[src/rtl/auth_pkg.sv]
// Shared types and default command bytes for the rider-authentication controller.
package auth_pkg;

    typedef enum logic [1:0] {
        IDLE     = 2'b00,
        ON       = 2'b01,
        STOPPING = 2'b10
    } auth_state_t;

    typedef enum logic [1:0] {
        NONE    = 2'b00,
        CMD     = 2'b01,
        TIMEOUT = 2'b10
    } stop_reason_t;

    localparam logic [7:0] GO_CMD_DEF   = 8'h47;
    localparam logic [7:0] STOP_CMD_DEF = 8'h53;
    localparam logic [7:0] HB_CMD_DEF   = 8'h48;

endpackage

[src/rtl/auth_ctrl_if.sv]
// App-link and power-path signals of auth_ctrl; slave is the controller, master the platform side.
interface auth_ctrl_if;
    import auth_pkg::*;

    logic         rx;
    logic         rider_off;
    logic         pwr_up;
    logic         link_ok;
    stop_reason_t stop_reason;
    logic         cmd_err;

    modport slave (
        input  rx,
        input  rider_off,
        output pwr_up,
        output link_ok,
        output stop_reason,
        output cmd_err
    );

    modport master (
        output rx,
        output rider_off,
        input  pwr_up,
        input  link_ok,
        input  stop_reason,
        input  cmd_err
    );

endinterface

[src/rtl/auth_timer.sv]
// Saturating up-counter with synchronous clear; done is registered and high while count == TERM-1.
// Latency: done reflects the count after the same edge that updates it; no backpressure.
module auth_timer #(
    parameter int TERM = 8
) (
    input  logic clk,
    input  logic rst_n,
    input  logic clr,
    input  logic en,
    output logic done
);

    localparam int              W      = (TERM < 2) ? 1 : $clog2(TERM + 1);
    localparam int              LAST_I = (TERM > 0) ? TERM - 1 : 0;
    localparam logic [W-1:0]    LAST   = W'(LAST_I);

    logic [W-1:0] r_cnt;
    logic [W-1:0] w_nxt;
    logic         r_done;

    always_comb begin
        w_nxt = r_cnt;
        if (clr) begin
            w_nxt = '0;
        end else if (en && (r_cnt != LAST)) begin
            w_nxt = r_cnt + 1'b1;
        end
    end

    // A terminal value of 0 means done is already true straight out of reset.
    always_ff @(posedge clk or negedge rst_n) begin
        if (!rst_n) begin
            r_cnt  <= '0;
            r_done <= (LAST_I == 0);
        end else begin
            r_cnt  <= w_nxt;
            r_done <= (w_nxt == LAST);
        end
    end

    assign done = r_done;

endmodule

[src/rtl/uart_rx.sv]
// 8N1 UART receiver: 2-flop synchroniser, mid-bit sampling, rdy held until clr_rdy or next start bit.
// Latency: rdy rises at the mid-stop-bit sample edge; no backpressure, an unread byte is overwritten.
module UART_rx #(
    parameter int BAUD_CYC = 2604
) (
    input  logic       clk,
    input  logic       rst_n,
    input  logic       RX,
    input  logic       clr_rdy,
    output logic [7:0] rx_data,
    output logic       rdy
);

    localparam int           BW          = (BAUD_CYC < 2) ? 1 : $clog2(BAUD_CYC);
    localparam logic [BW-1:0] BAUD_RELOAD = BW'(BAUD_CYC - 1);
    localparam logic [BW-1:0] BAUD_HALF   = BW'(BAUD_CYC / 2);

    logic          r_rx_ff1;
    logic          r_rx_ff2;
    logic          r_busy;
    logic          r_rdy;
    logic [BW-1:0] r_baud_cnt;
    logic [3:0]    r_bit_cnt;
    logic [8:0]    r_shift;

    always_ff @(posedge clk or negedge rst_n) begin
        if (!rst_n) begin
            r_rx_ff1   <= 1'b1;
            r_rx_ff2   <= 1'b1;
            r_busy     <= 1'b0;
            r_rdy      <= 1'b0;
            r_baud_cnt <= '0;
            r_bit_cnt  <= '0;
            r_shift    <= '0;
        end else begin
            r_rx_ff1 <= RX;
            r_rx_ff2 <= r_rx_ff1;
            if (clr_rdy) begin
                r_rdy <= 1'b0;
            end
            if (!r_busy) begin
                if (!r_rx_ff2) begin
                    r_busy     <= 1'b1;
                    r_baud_cnt <= BAUD_HALF;
                    r_bit_cnt  <= '0;
                    r_rdy      <= 1'b0;
                end
            end else if (r_baud_cnt != '0) begin
                r_baud_cnt <= r_baud_cnt - 1'b1;
            end else begin
                // Ten samples: start, eight data, stop; the start bit falls out of the 9-bit shifter.
                r_shift    <= {r_rx_ff2, r_shift[8:1]};
                r_baud_cnt <= BAUD_RELOAD;
                r_bit_cnt  <= r_bit_cnt + 1'b1;
                if (r_bit_cnt == 4'd9) begin
                    r_busy <= 1'b0;
                    r_rdy  <= 1'b1;
                end
            end
        end
    end

    assign rx_data = r_shift[7:0];
    assign rdy     = r_rdy;

endmodule

[src/rtl/auth_ctrl.sv]
// Gates pwr_up from app commands over UART with a link watchdog and rider_off debounce.
// Latency: a byte flagged at edge N changes state and outputs at edge N+1; no backpressure, bytes consumed at once.
module auth_ctrl
    import auth_pkg::*;
#(
    parameter logic [7:0] GO_CMD      = GO_CMD_DEF,
    parameter logic [7:0] STOP_CMD    = STOP_CMD_DEF,
    parameter logic [7:0] HB_CMD      = HB_CMD_DEF,
    parameter int         TIMEOUT_CYC = 50_000_000,
    parameter int         DEB_CYC     = 1024,
    parameter int         BAUD_CYC    = 2604
) (
    input  logic          clk,
    input  logic          rst_n,
    auth_ctrl_if.slave    bus
);

    localparam bit WD_EN = (TIMEOUT_CYC > 0);

    logic [7:0]   w_rx_data;
    logic         w_rdy;
    logic         w_go;
    logic         w_stop;
    logic         w_hb;
    logic         w_valid;
    logic         w_wd_done;
    logic         w_wd_fire;
    logic         w_wd_clr;
    logic         w_deb_done;
    logic         w_deb_fire;
    logic         w_deb_clr;

    auth_state_t  r_state;
    logic         r_pwr_up;
    logic         r_link_ok;
    stop_reason_t r_stop_reason;
    logic         r_cmd_err;

    // rdy doubles as its own clear so every byte lives for exactly one cycle.
    UART_rx #(
        .BAUD_CYC (BAUD_CYC)
    ) u_uart_rx (
        .clk     (clk),
        .rst_n   (rst_n),
        .RX      (bus.rx),
        .clr_rdy (w_rdy),
        .rx_data (w_rx_data),
        .rdy     (w_rdy)
    );

    assign w_go    = w_rdy && (w_rx_data == GO_CMD);
    assign w_stop  = w_rdy && (w_rx_data == STOP_CMD);
    assign w_hb    = w_rdy && (w_rx_data == HB_CMD);
    assign w_valid = w_go || w_stop || w_hb;

    // Any valid byte in ON outranks a coincident watchdog expiry.
    assign w_wd_fire = WD_EN && w_wd_done && !w_valid;
    assign w_wd_clr  = (r_state != ON) || w_valid || w_wd_fire;

    assign w_deb_fire = w_deb_done && bus.rider_off;
    assign w_deb_clr  = (r_state != STOPPING) || !bus.rider_off || w_go || w_deb_fire;

    auth_timer #(
        .TERM (TIMEOUT_CYC)
    ) u_wd_timer (
        .clk   (clk),
        .rst_n (rst_n),
        .clr   (w_wd_clr),
        .en    (r_state == ON),
        .done  (w_wd_done)
    );

    auth_timer #(
        .TERM (DEB_CYC)
    ) u_deb_timer (
        .clk   (clk),
        .rst_n (rst_n),
        .clr   (w_deb_clr),
        .en    (r_state == STOPPING),
        .done  (w_deb_done)
    );

    always_ff @(posedge clk or negedge rst_n) begin
        if (!rst_n) begin
            r_state       <= IDLE;
            r_pwr_up      <= 1'b0;
            r_link_ok     <= 1'b0;
            r_stop_reason <= NONE;
            r_cmd_err     <= 1'b0;
        end else begin
            r_cmd_err <= w_rdy && !w_valid;
            case (r_state)
                IDLE: begin
                    r_stop_reason <= NONE;
                    if (w_go) begin
                        r_state   <= ON;
                        r_pwr_up  <= 1'b1;
                        r_link_ok <= 1'b1;
                    end
                end
                ON: begin
                    if (w_stop) begin
                        r_state       <= STOPPING;
                        r_link_ok     <= 1'b0;
                        r_stop_reason <= CMD;
                    end else if (w_wd_fire) begin
                        r_state       <= STOPPING;
                        r_link_ok     <= 1'b0;
                        r_stop_reason <= TIMEOUT;
                    end
                end
                STOPPING: begin
                    if (w_go) begin
                        r_state       <= ON;
                        r_link_ok     <= 1'b1;
                        r_stop_reason <= NONE;
                    end else if (w_deb_fire) begin
                        r_state       <= IDLE;
                        r_pwr_up      <= 1'b0;
                        r_link_ok     <= 1'b0;
                        r_stop_reason <= NONE;
                    end
                end
                default: begin
                    r_state       <= IDLE;
                    r_pwr_up      <= 1'b0;
                    r_link_ok     <= 1'b0;
                    r_stop_reason <= NONE;
                end
            endcase
        end
    end

    assign bus.pwr_up      = r_pwr_up;
    assign bus.link_ok     = r_link_ok;
    assign bus.stop_reason = r_stop_reason;
    assign bus.cmd_err     = r_cmd_err;

endmodule

[src/flat_wrapper.sv]
// flat-port wrapper written by rule: the top's interface ports become plain ports
module auth_ctrl_flat import auth_pkg::*;
#(
    parameter logic [7:0] GO_CMD      = GO_CMD_DEF,
    parameter logic [7:0] STOP_CMD    = STOP_CMD_DEF,
    parameter logic [7:0] HB_CMD      = HB_CMD_DEF,
    parameter int         TIMEOUT_CYC = 50_000_000,
    parameter int         DEB_CYC     = 1024,
    parameter int         BAUD_CYC    = 2604
)
  (clk, rst_n, bus_rx, bus_rider_off, bus_pwr_up, bus_link_ok, bus_stop_reason, bus_cmd_err);
  auth_ctrl_if bus_i ();
  input  logic clk;
  input  logic rst_n;
  input wire logic [$bits(bus_i.rx)-1:0] bus_rx;
  input wire logic [$bits(bus_i.rider_off)-1:0] bus_rider_off;
  output wire logic [$bits(bus_i.pwr_up)-1:0] bus_pwr_up;
  output wire logic [$bits(bus_i.link_ok)-1:0] bus_link_ok;
  output wire logic [$bits(bus_i.stop_reason)-1:0] bus_stop_reason;
  output wire logic [$bits(bus_i.cmd_err)-1:0] bus_cmd_err;
  assign bus_i.rx = bus_rx;
  assign bus_i.rider_off = bus_rider_off;
  assign bus_pwr_up = bus_i.pwr_up;
  assign bus_link_ok = bus_i.link_ok;
  assign bus_stop_reason = bus_i.stop_reason;
  assign bus_cmd_err = bus_i.cmd_err;
  auth_ctrl #(.GO_CMD(GO_CMD), .STOP_CMD(STOP_CMD), .HB_CMD(HB_CMD), .TIMEOUT_CYC(TIMEOUT_CYC), .DEB_CYC(DEB_CYC), .BAUD_CYC(BAUD_CYC)) u_core (.clk(clk), .rst_n(rst_n), .bus(bus_i));
endmodule
[config.mk]
export PLATFORM = sky130hd
export DESIGN_NAME = auth_ctrl_flat
export DESIGN_NICKNAME = d
export VERILOG_FILES = /design/src/rtl/auth_pkg.sv /design/src/rtl/auth_ctrl_if.sv /design/src/rtl/auth_timer.sv /design/src/rtl/uart_rx.sv /design/src/rtl/auth_ctrl.sv /design/src/flat_wrapper.sv
export SDC_FILE = /design/constraint.sdc
export NUM_CORES = 1
export LEC_CHECK = 0
export CAP_MARGIN = 10
export CORE_MARGIN = 3
export CORE_UTILIZATION = 40
export CTS_CLUSTER_SIZE = 25
export DETAILED_ROUTE_END_ITERATION = 7
export GPL_ROUTABILITY_DRIVEN = 0
export PLACE_DENSITY = 0.55
export SLEW_MARGIN = 30
export SYNTH_ARGS = -nofsm -noshare
export SYNTH_HDL_FRONTEND = slang
export SYNTH_SLANG_ARGS = --single-unit
[constraint.sdc]
create_clock -name clk -period 2.92 [get_ports clk]
set_clock_uncertainty 0.1 [all_clocks]
set_input_delay 0.292 -clock clk [delete_from_list [all_inputs] [get_ports clk]]
set_output_delay 0.292 -clock clk [all_outputs]
set_load 0.02 [all_outputs]
==> results of run 1 <==
routing by layer:
| layer | vias up | GRT usage | part of all wire |
|---|---|---|---|
| li1 | 1564 | - | - |
| met1 | 1566 | 0.209 | 0.47 |
| met2 | 36 | 0.261 | 0.49 |
| met3 | 12 | 0.0494 | 0.029 |
| met4 | 0 | 0.0502 | 0.014 |
| met5 | - | 0 | 0 |
stage by stage:
stage	hold WS (ns)	area (µm²)	utilization	worst slack, ns
2_1_floorplan	-0.104	4100	-	0.503
3_3_place_gp	0.247	4320	0.438	0.325
3_5_place_dp	0.247	4320	0.438	0.161
4_1_cts	0.0219	4540	0.461	0.131
5_1_grt	0.217	4570	0.464	0.0736
6_report	0.230	4570	0.464	0.293
registers in the layout (all words and copies together) (netlist names):
signal and cells:
u_core.u_uart_rx.r_bit_cnt 4, u_core.u_wd_timer.r_cnt 26, u_core.u_uart_rx.rdy 1, u_core.u_uart_rx.r_busy 1, u_core.u_uart_rx.r_baud_cnt 12, u_core.u_uart_rx.r_rx_ff1 1, u_core.bus.stop_reason 2, u_core.bus.pwr_up 1
u_core.bus.link_ok 1, u_core.u_deb_timer.done 1, u_core.bus.cmd_err 1, u_core.r_state 2, u_core.u_uart_rx.r_shift 9, u_core.u_wd_timer.done 1, u_core.u_deb_timer.r_cnt 11, u_core.u_uart_rx.r_rx_ff2 1
cell usage in the layout, fill, tap and decap left out, drive strengths merged, types with 4 or more instances in the layout:
cell,instances
nand4,14
a21oi,23
nand3b,5
xnor2,15
buf,10
o31ai,4
o22ai,5
or3,4
mux2,8
inv,10
xor2,15
and4,6
ha,6
dfrtp,73
nor3,8
nand4b,6
clkbuf,9
nand3,18
nand2b,8
clkdlybuf4s50,7
o21ai,19
nor2,49
nand2,40
nor4,7
nor2b,11
critical path, stage by stage, from the launching register on:
cell and delay [ns]:
dfrtp_1 0.43, ha_1 0.29, inv_1 0.15, or4_1 0.54, nor3_1 0.20, o21ai_0 0.14
nor4_2 0.16, nand4_1 0.18, a2111oi_2 0.35
area by class of cell:
type                    count  share of cell area
multi-input cells         324               0.463
flip-flops and latches     75               0.411
well taps                 133              0.0364
repair buffers             18              0.0347
clock buffers               9              0.0271
clock inverters             7              0.0216
inverters                   8             0.00656
where the power goes:
part / switching [mW] / internal, mW / total (mW)
clock network: 0.425 / 0.487 / 0.913
logic: 0.0320 / 0.0140 / 0.0460
registers: 0.00797 / 1.04 / 1.05
total: 0.465 / 1.54 / 2.01
cell families after synthesis:
logic type,after synthesis
AND/OR/NAND/NOR,194
flip-flops,75
adder cells (fa/ha/maj),6
XOR/XNOR,30
multiplexers,11
buffers and inverters,23
AO/OA/AOI/OAI,83
synthesized netlist by cell type, types with 3 or more instances:
| library cell | number |
|---|---|
| a21oi_1 | 22 |
| nor2b_1 | 11 |
| o21a_1 | 3 |
| or3_1 | 3 |
| buf_4 | 5 |
| o21ai_0 | 18 |
| nor3_1 | 8 |
| clkbuf_1 | 9 |
| ha_1 | 6 |
| nand4_1 | 13 |
| xor2_1 | 15 |
| o22ai_1 | 5 |
| xnor2_1 | 15 |
| nand4b_1 | 6 |
| or4_1 | 3 |
| nand2b_1 | 8 |
| nor4_1 | 3 |
| nand2_1 | 40 |
| inv_1 | 8 |
| nor2_1 | 49 |
| nand3_1 | 16 |
| a21o_1 | 3 |
| nand3b_1 | 5 |
| and4_1 | 5 |
| a31oi_1 | 3 |
| a311oi_1 | 3 |
| o211ai_1 | 3 |
| mux2i_1 | 3 |
| o31ai_1 | 4 |
| dfrtp_1 | 73 |
| mux2_2 | 8 |
path summary, 6_finish.rpt:
path	from	endpoint	slack [ns]	cells after the start
worst min-delay path	bus_rx	u_core.u_uart_rx.r_rx_ff1$_DFF_PN1_	0.23	1
worst max register to register	u_core.u_wd_timer.r_cnt[0]$_DFF_PN0_	u_core.u_wd_timer.done$_DFF_PN0_	0.29	8
worst min register to register	u_core.u_uart_rx.r_rx_ff1$_DFF_PN1_	u_core.u_uart_rx.r_rx_ff2$_DFF_PN1_	0.26	0
worst max-delay path	u_core.u_wd_timer.r_cnt[0]$_DFF_PN0_	u_core.u_wd_timer.done$_DFF_PN0_	0.29	8
max in group asynchronous	rst_n	u_core.u_deb_timer.r_cnt[0]$_DFF_PN0_	1.82	2
min in group asynchronous	rst_n	u_core.u_wd_timer.r_cnt[17]$_DFF_PN0_	0.42	2
repair_timing:
| item | in CTS | in global routing |
|---|---|---|
| gates resized for setup | 0 | 1 |
| hold buffers | 0 | 1 |
| setup endpoints to repair | 0 | 1 |
| buffers inserted | 0 | 1 |
| endpoints found under the hold margin | 0 | 73 |
==> results.cfg, run 1 <==
[run_status]
outcome = completed

[critical_path]
cp-start-kind = flip-flop
worstSetupEndpointType = flip-flop
arrival_ns = 2.78
criticalPathCategory = flip-flop to flip-flop
cp_max_fo = 6
required_ns = 3.07

[yosys]
ys_seq_area_frac = 0.458
synth_flop_cell = dfrtp_1
synth_warnings = 0
synth_largest_area_cell = dfrtp_1
syn_nets = 432
syn_inst = 422
avgSynthCellArea_um2 = 9.72
ys_ff_latch = 75
synth_top_family_by_area = simple AND/OR/NAND/NOR gates
synth-adder-area-share = 0.0183
syn_area_mm2 = 0.00410
synth_top_area_share = 0.446
yosys.area_share.simple = 0.269
async_flop_share = 1.00
synth_edf_count = 0
synth_compound_area_frac = 0.133
yosys-top-cells-area = dfrtp_1 (45%), nor2_1 (4.5%), nand2_1 (3.7%)
synthXorXnorAreaFrac = 0.0641
synth.distinct_cells = 64
synthMuxAreaShare = 0.0293

[global_route]
grt_max_degree = 76
grt_pass1_vias = 3042
grt_pass1_wl_mm = 14.8
grt_antenna_before_repair = 0
grt_overflow = 0
gr-usage-all-layers = 0.162

[detailed_routing]
drt-vias-per-instance = 5.54
vias = 3178
wl_per_cell_um = 15.2
drtIter0Drc = 168
drc = 0
first_pass_iters = 4
ant_nets = 0
drt_wl_total_mm = 8.70

[floorplanning]
io-pin-count = 9
initial_utilization = 0.416
dieHeight_um = 107
die_w_um = 107
row_count = 36
dieArea_mm2 = 0.0115
core_area_mm2 = 0.00986

[layout]
nets = 446
area_growth_pct = 11.6
nFillCells = 927
drive_gt1_frac = 0.125
seq_area_mm2 = 0.00188
final_cell_count_no_fill = 574
multi_input_area_mm2 = 0.00212
n_antenna_cell = 0

[timing]
slew_headroom = 0.537
worst_pin_slew_ns = 0.694
setup_viol_count_final = 0
fmax_ghz = 0.381
rsz0062_at_grt = false
hold_viol_final = 0
finalCritPeriodShare = 0.900
slew_violations = 0
fin_crit_ns = 2.63
setup-tns-final_ns = 0

[pwr]
p_per_area_mw_per_mm2 = 439
p_total_mw = 2.01
p_leak_nw = 1.82
vdd_drop_max_v = 0.000309

[clocking]
cts_buffers = 9
clkLatencyLatePin_ns = 0.36
cts_tree = built
cts_max_path_buffers = 2
htree_num_levels = 3
clock_tree.root_cell = clkbuf_8
clock_sinks = 75
clk_pin_slew_ns = 0.09

[run]
maxCapViolations = 0

[placement]
dpl.hpwl_mm = 5.92
dp.cells = 556
port_buffers = 8

[hold_path]
hold_path_class = input pin to flip-flop
Power figures use the tool's default switching activity.
==> run 2: changes to the inputs <==
Settings changed: CAP_MARGIN 10 to 15, CORE_UTILIZATION 40 to 50, PLACE_DENSITY 0.55 to 0.66.
==> results.cfg, run 2 (synthesized netlist as in run 1, its figures left out) <==
[run_status]
outcome = completed

[pwr]
p_sw_uw = 471
switching_share = 0.233
p_int_mw = 1.55
clkPwrFrac = 0.458
vdd_drop_max_v = 0.000234
pwr-share-seq = 0.520
p_total_mw = 2.02
comb_power_share = 0.022
p_per_area_mw_per_mm2 = 447
p_leak_nw = 1.81

[floorplanning]
dieArea_mm2 = 0.00932
row_count = 32
core_area_mm2 = 0.00785
io-pin-count = 9
initial_utilization = 0.522
dieHeight_um = 96.6
die_w_um = 96.6

[global_route]
grt_antenna_before_repair = 0
grt_pass1_vias = 3033
grt_max_degree = 76
grt_overflow = 0
grt_pass1_wl_mm = 14.4
gr-usage-all-layers = 0.197

[detailed_routing]
vias = 3149
drtIter0Drc = 151
drt_wl_total_mm = 8.47
drt-vias-per-instance = 5.82
ant_nets = 0
drc = 0
wl_per_cell_um = 15.7
first_pass_iters = 6

[clocking]
clk_pin_slew_ns = 0.09
htree_num_levels = 3
post_cts_buffers = 0
cts_buffers = 9
cts_max_path_buffers = 2
cts_tree = built
clock_sinks = 75
clkLatencyLatePin_ns = 0.36
clock_tree.root_cell = clkbuf_8

[layout]
n_antenna_cell = 0
final_common_cell = dfrtp_1
reg_top3 = u_core.u_wd_timer.r_cnt: 26 flops, u_core.u_uart_rx.r_baud_cnt: 12 flops, u_core.u_deb_timer.r_cnt: 11 flops
nets = 444
largest-register = u_core.u_wd_timer.r_cnt
drive_gt1_frac = 0.121
largest_register_ffs = 26
area_growth_pct = 10.4
nFillCells = 722
final_cell_mix = dfrtp_1 (73), nor2_1 (49), nand2_1 (40), a21oi_1 (22), o21ai_0 (18)
final_area_mm2 = 0.00453

[critical_path]
cp_max_fo = 6
criticalPathCategory = flip-flop to flip-flop
required_ns = 3.07
arrival_ns = 2.78
crit_start = u_core.u_wd_timer.r_cnt[0]$_DFF_PN0_
reg2reg_from = u_core.u_wd_timer.r_cnt[0]$_DFF_PN0_
worstSetupEndpointType = flip-flop
cp-start-kind = flip-flop

[timing]
fin_crit_ns = 2.63
rsz0062_at_grt = false
slew_headroom = 0.535
worst_slack_ns = 0.291
setup_viol_count_final = 0
setup-tns-final_ns = 0
hold_viol_final = 0
worst_pin_slew_ns = 0.697
slew_violations = 0
whs_ns = 0.225
finalCritPeriodShare = 0.900
fmax_ghz = 0.380

[run]
maxCapViolations = 0

[placement]
dp_worst_setup_slack_ns = 0.235
port_buffers = 8
dpl.hpwl_mm = 5.91
placed_cell_area_mm2 = 0.00428

[hold_path]
min-delay-start = bus_rx
hold_path_class = input pin to flip-flop
run 2: power groups by stage:
stage,logic (mW),registers [mW],clock network (mW)
2_1_floorplan,0.0180,1.07,0
3_3_place_gp,0.0449,1.07,0
3_5_place_dp,0.0453,1.07,0
4_1_cts,0.0456,1.05,0.949
5_1_grt,0.0525,1.05,0.983
6_report,0.0454,1.05,0.926
run 2: what timing repair did:
| item | CTS | global route |
|---|---|---|
| hold buffers | 0 | 1 |
| hold endpoints to repair | 0 | 73 |
| gates resized for setup | 0 | 1 |
| endpoints found under the setup margin | 0 | 1 |
run 2: final timing paths:
kind                                                         endpoint  cells after the start  slack, ns
worst max-delay path                 u_core.u_wd_timer.done$_DFF_PN0_                      8       0.29
worst min-delay path              u_core.u_uart_rx.r_rx_ff1$_DFF_PN1_                      1       0.22
worst max register to register       u_core.u_wd_timer.done$_DFF_PN0_                      8       0.29
worst min register to register    u_core.u_uart_rx.r_rx_ff2$_DFF_PN1_                      0       0.26
max in group asynchronous        u_core.u_wd_timer.r_cnt[3]$_DFF_PN0_                      2       1.80
min in group asynchronous       u_core.u_wd_timer.r_cnt[20]$_DFF_PN0_                      2       0.40
run 2: area by class of cell:
class                           instances  area (µm²)  share of cell area
Clock buffer                            9         124              0.0274
Clock inverter                          7         104              0.0229
Inverter                                8        30.0             0.00664
Multi-Input combinational cell        324        2120               0.468
Sequential cell                        75        1880               0.415
Tap cell                              102         128              0.0282
Timing Repair Buffer                   16         144              0.0318
run 2: metal layers:
layer | vias up | wire (µm) | part of all wire | track usage
li1 | 1558 | - | - | -
met1 | 1542 | 3960 | 0.47 | 0.263
met2 | 39 | 4170 | 0.49 | 0.325
met3 | 10 | 233 | 0.027 | 0.0302
met4 | 0 | 112 | 0.013 | 0.0736
met5 | - | 0 | 0 | 0
run 2: per-stage QoR:
step / util / cells
floorplan: - / 422
global placement: 0.545 / 524
detailed placement: 0.545 / 524
CTS: 0.574 / 540
global route: 0.577 / 541
finish: 0.577 / 541
run 2: worst max-delay path, stage by stage (launching register included):
cell       delay, ns
dfrtp_1         0.42
ha_1            0.28
inv_1           0.15
nor4_4          0.35
and4_1          0.26
xnor2_1         0.09
a2111oi_2       0.34
nand4_1         0.18
a2111oi_2       0.36
==> run 3: changes to the inputs <==
Settings changed: DONT_BUFFER_PORTS from default to 1, MAX_ROUTING_LAYER from default to met4, PLACE_DENSITY 0.66 to 0.65.
==> results.cfg, run 3 (synthesized netlist as in run 1, its figures left out) <==
[detailed_routing]
drt_wl_total_mm = 8.45
drt-vias-per-instance = 5.87
ant_nets = 0
drc = 0
first_pass_iters = 4
drtIter0Drc = 160
vias = 3148
wl_per_cell_um = 15.8

[clocking]
clkLatencyLatePin_ns = 0.35
clock_sinks = 75
cts-resized-gates = 0
cts_buffers = 9
cts_max_path_buffers = 2
post_cts_buffers = 0
clk_pin_slew_ns = 0.08
clock_tree.root_cell = clkbuf_8
cts_tree = built
htree_num_levels = 3

[global_route]
grt_overflow = 0
grt_pass1_wl_mm = 14.0
grt_antenna_before_repair = 0
gr-usage-all-layers = 0.199
grt_pass1_vias = 3035
grt_max_degree = 76

[layout]
largest-register = u_core.u_wd_timer.r_cnt
final_core_util = 0.574
drive_gt1_frac = 0.124
final_area_mm2 = 0.00450
largest_register_ffs = 26
nFillCells = 715
n_antenna_cell = 0
nets = 439
final_cell_mix = dfrtp_1 (73), nor2_1 (49), nand2_1 (40), a21oi_1 (22), o21ai_0 (18)
area_growth_pct = 9.80
final_common_cell = dfrtp_1
reg_top3 = u_core.u_wd_timer.r_cnt: 26 flops, u_core.u_uart_rx.r_baud_cnt: 12 flops, u_core.u_deb_timer.r_cnt: 11 flops

[timing]
slew_headroom = 0.668
hold_viol_final = 0
slew_violations = 0
whs_ns = 0.0370
fmax_ghz = 0.367
finalCritPeriodShare = 0.934
setup_viol_count_final = 0
rsz0062_at_grt = false
setup-tns-final_ns = 0
worst_pin_slew_ns = 0.494
fin_crit_ns = 2.73

[critical_path]
worstSetupEndpointType = flip-flop
reg2reg_from = u_core.u_wd_timer.r_cnt[0]$_DFF_PN0_
r2r_slack_ns = 0.19
cp-start-kind = flip-flop
cp_max_fo = 6
arrival_ns = 2.87
required_ns = 3.06
reg2reg_depth = 8
criticalPathCategory = flip-flop to flip-flop
r2r_end = u_core.u_wd_timer.done$_DFF_PN0_

[hold_path]
min_to = u_core.r_state[1]$_DFFE_PN0P_
whs_path_depth = 3
min-delay-start = bus_rider_off
hold_path_class = input pin to flip-flop

[run_status]
outcome = completed

[pwr]
vdd_drop_max_v = 0.000241
p_sw_uw = 441
p_int_mw = 1.63
switching_share = 0.213
comb_power_share = 0.022
p_total_mw = 2.07
pwr-share-seq = 0.507
p_leak_nw = 1.79
clkPwrFrac = 0.471
p_per_area_mw_per_mm2 = 461

[floorplanning]
io-pin-count = 9
die_w_um = 96.6
dieArea_mm2 = 0.00932
dieHeight_um = 96.6
initial_utilization = 0.522
row_count = 32
core_area_mm2 = 0.00785

[placement]
dpl.hpwl_mm = 5.77
port_buffers = 0
placed_cell_area_mm2 = 0.00421

[run]
maxCapViolations = 0
==> run 3: changes by cell type in the layout (fill, tap and decap cells not counted) <==
cell             previous run  this run
nor4_4                      3         2
buf_6                       1         0
dlygate4sd3_1               1         2
inv_6                       4         1
nor4_2                      1         2
clkinv_4                    1         3
clkdlybuf4s50_1             7         0
buf_4                       7         8
buf_16                      0         1
bufinv_16                   2         3
==> run 3: worst max-delay path: stages, from the launching register on <==
cell       delay [ns]
dfrtp_1          0.42
ha_1             0.28
inv_1            0.15
nor4_4           0.44
and4_1           0.27
xnor2_1          0.10
a2111oi_2        0.34
nand4_1          0.18
a2111oi_2        0.34
==> run 3: how the worst max path moves through the flow <==
stage	startpoint	endpoint
2_1_floorplan	u_core.u_wd_timer.r_cnt[0]$_DFF_PN0_	u_core.u_wd_timer.done$_DFF_PN0_
3_3_place_gp	u_core.u_wd_timer.r_cnt[0]$_DFF_PN0_	u_core.u_wd_timer.done$_DFF_PN0_
3_5_place_dp	u_core.u_wd_timer.r_cnt[0]$_DFF_PN0_	u_core.u_wd_timer.done$_DFF_PN0_
4_1_cts	u_core.u_wd_timer.r_cnt[0]$_DFF_PN0_	u_core.u_wd_timer.done$_DFF_PN0_
5_1_grt	u_core.u_wd_timer.r_cnt[0]$_DFF_PN0_	u_core.u_wd_timer.done$_DFF_PN0_
6_report	u_core.u_wd_timer.r_cnt[0]$_DFF_PN0_	u_core.u_wd_timer.done$_DFF_PN0_
==> run 3: power by group through the flow <==
stage	Clock [mW]	Combinational [mW]	Sequential, mW
2_1_floorplan	0	0.0180	1.07
3_3_place_gp	0	0.0206	1.07
3_5_place_dp	0	0.0207	1.07
4_1_cts	0.999	0.0483	1.05
5_1_grt	1.04	0.0536	1.05
6_report	0.976	0.0466	1.05
==> run 3: metal layers <==
metal,vias to the layer above,share of wire,GRT usage
met5,-,0,-
met4,0,0.013,0.0596
met3,10,0.035,0.0488
met2,57,0.49,0.326
met1,1530,0.46,0.245
li1,1551,-,-
==> run 3: layout make-up <==
cell class,count,area [µm²],area share
clock buffers,9,124,0.0275
clock inverters,7,125,0.0278
inverters,8,30.0,0.00667
multi-input cells,324,2110,0.468
flip-flops and latches,75,1880,0.417
well taps,102,128,0.0283
repair buffers,11,108,0.0239
==> run 3: what timing repair did <==
| item | in CTS | in global routing |
|---|---|---|
| hold endpoints to repair | 76 | 0 |
| hold buffers | 3 | 0 |
| setup endpoints to repair | 0 | 0 |
==> run 3: stage by stage <==
step           instances  worst slack, ns
2_1_floorplan        422            0.503
3_3_place_gp         517            0.354
3_5_place_dp         517            0.268
4_1_cts              536            0.258
5_1_grt              536           0.0115
6_report             536            0.194
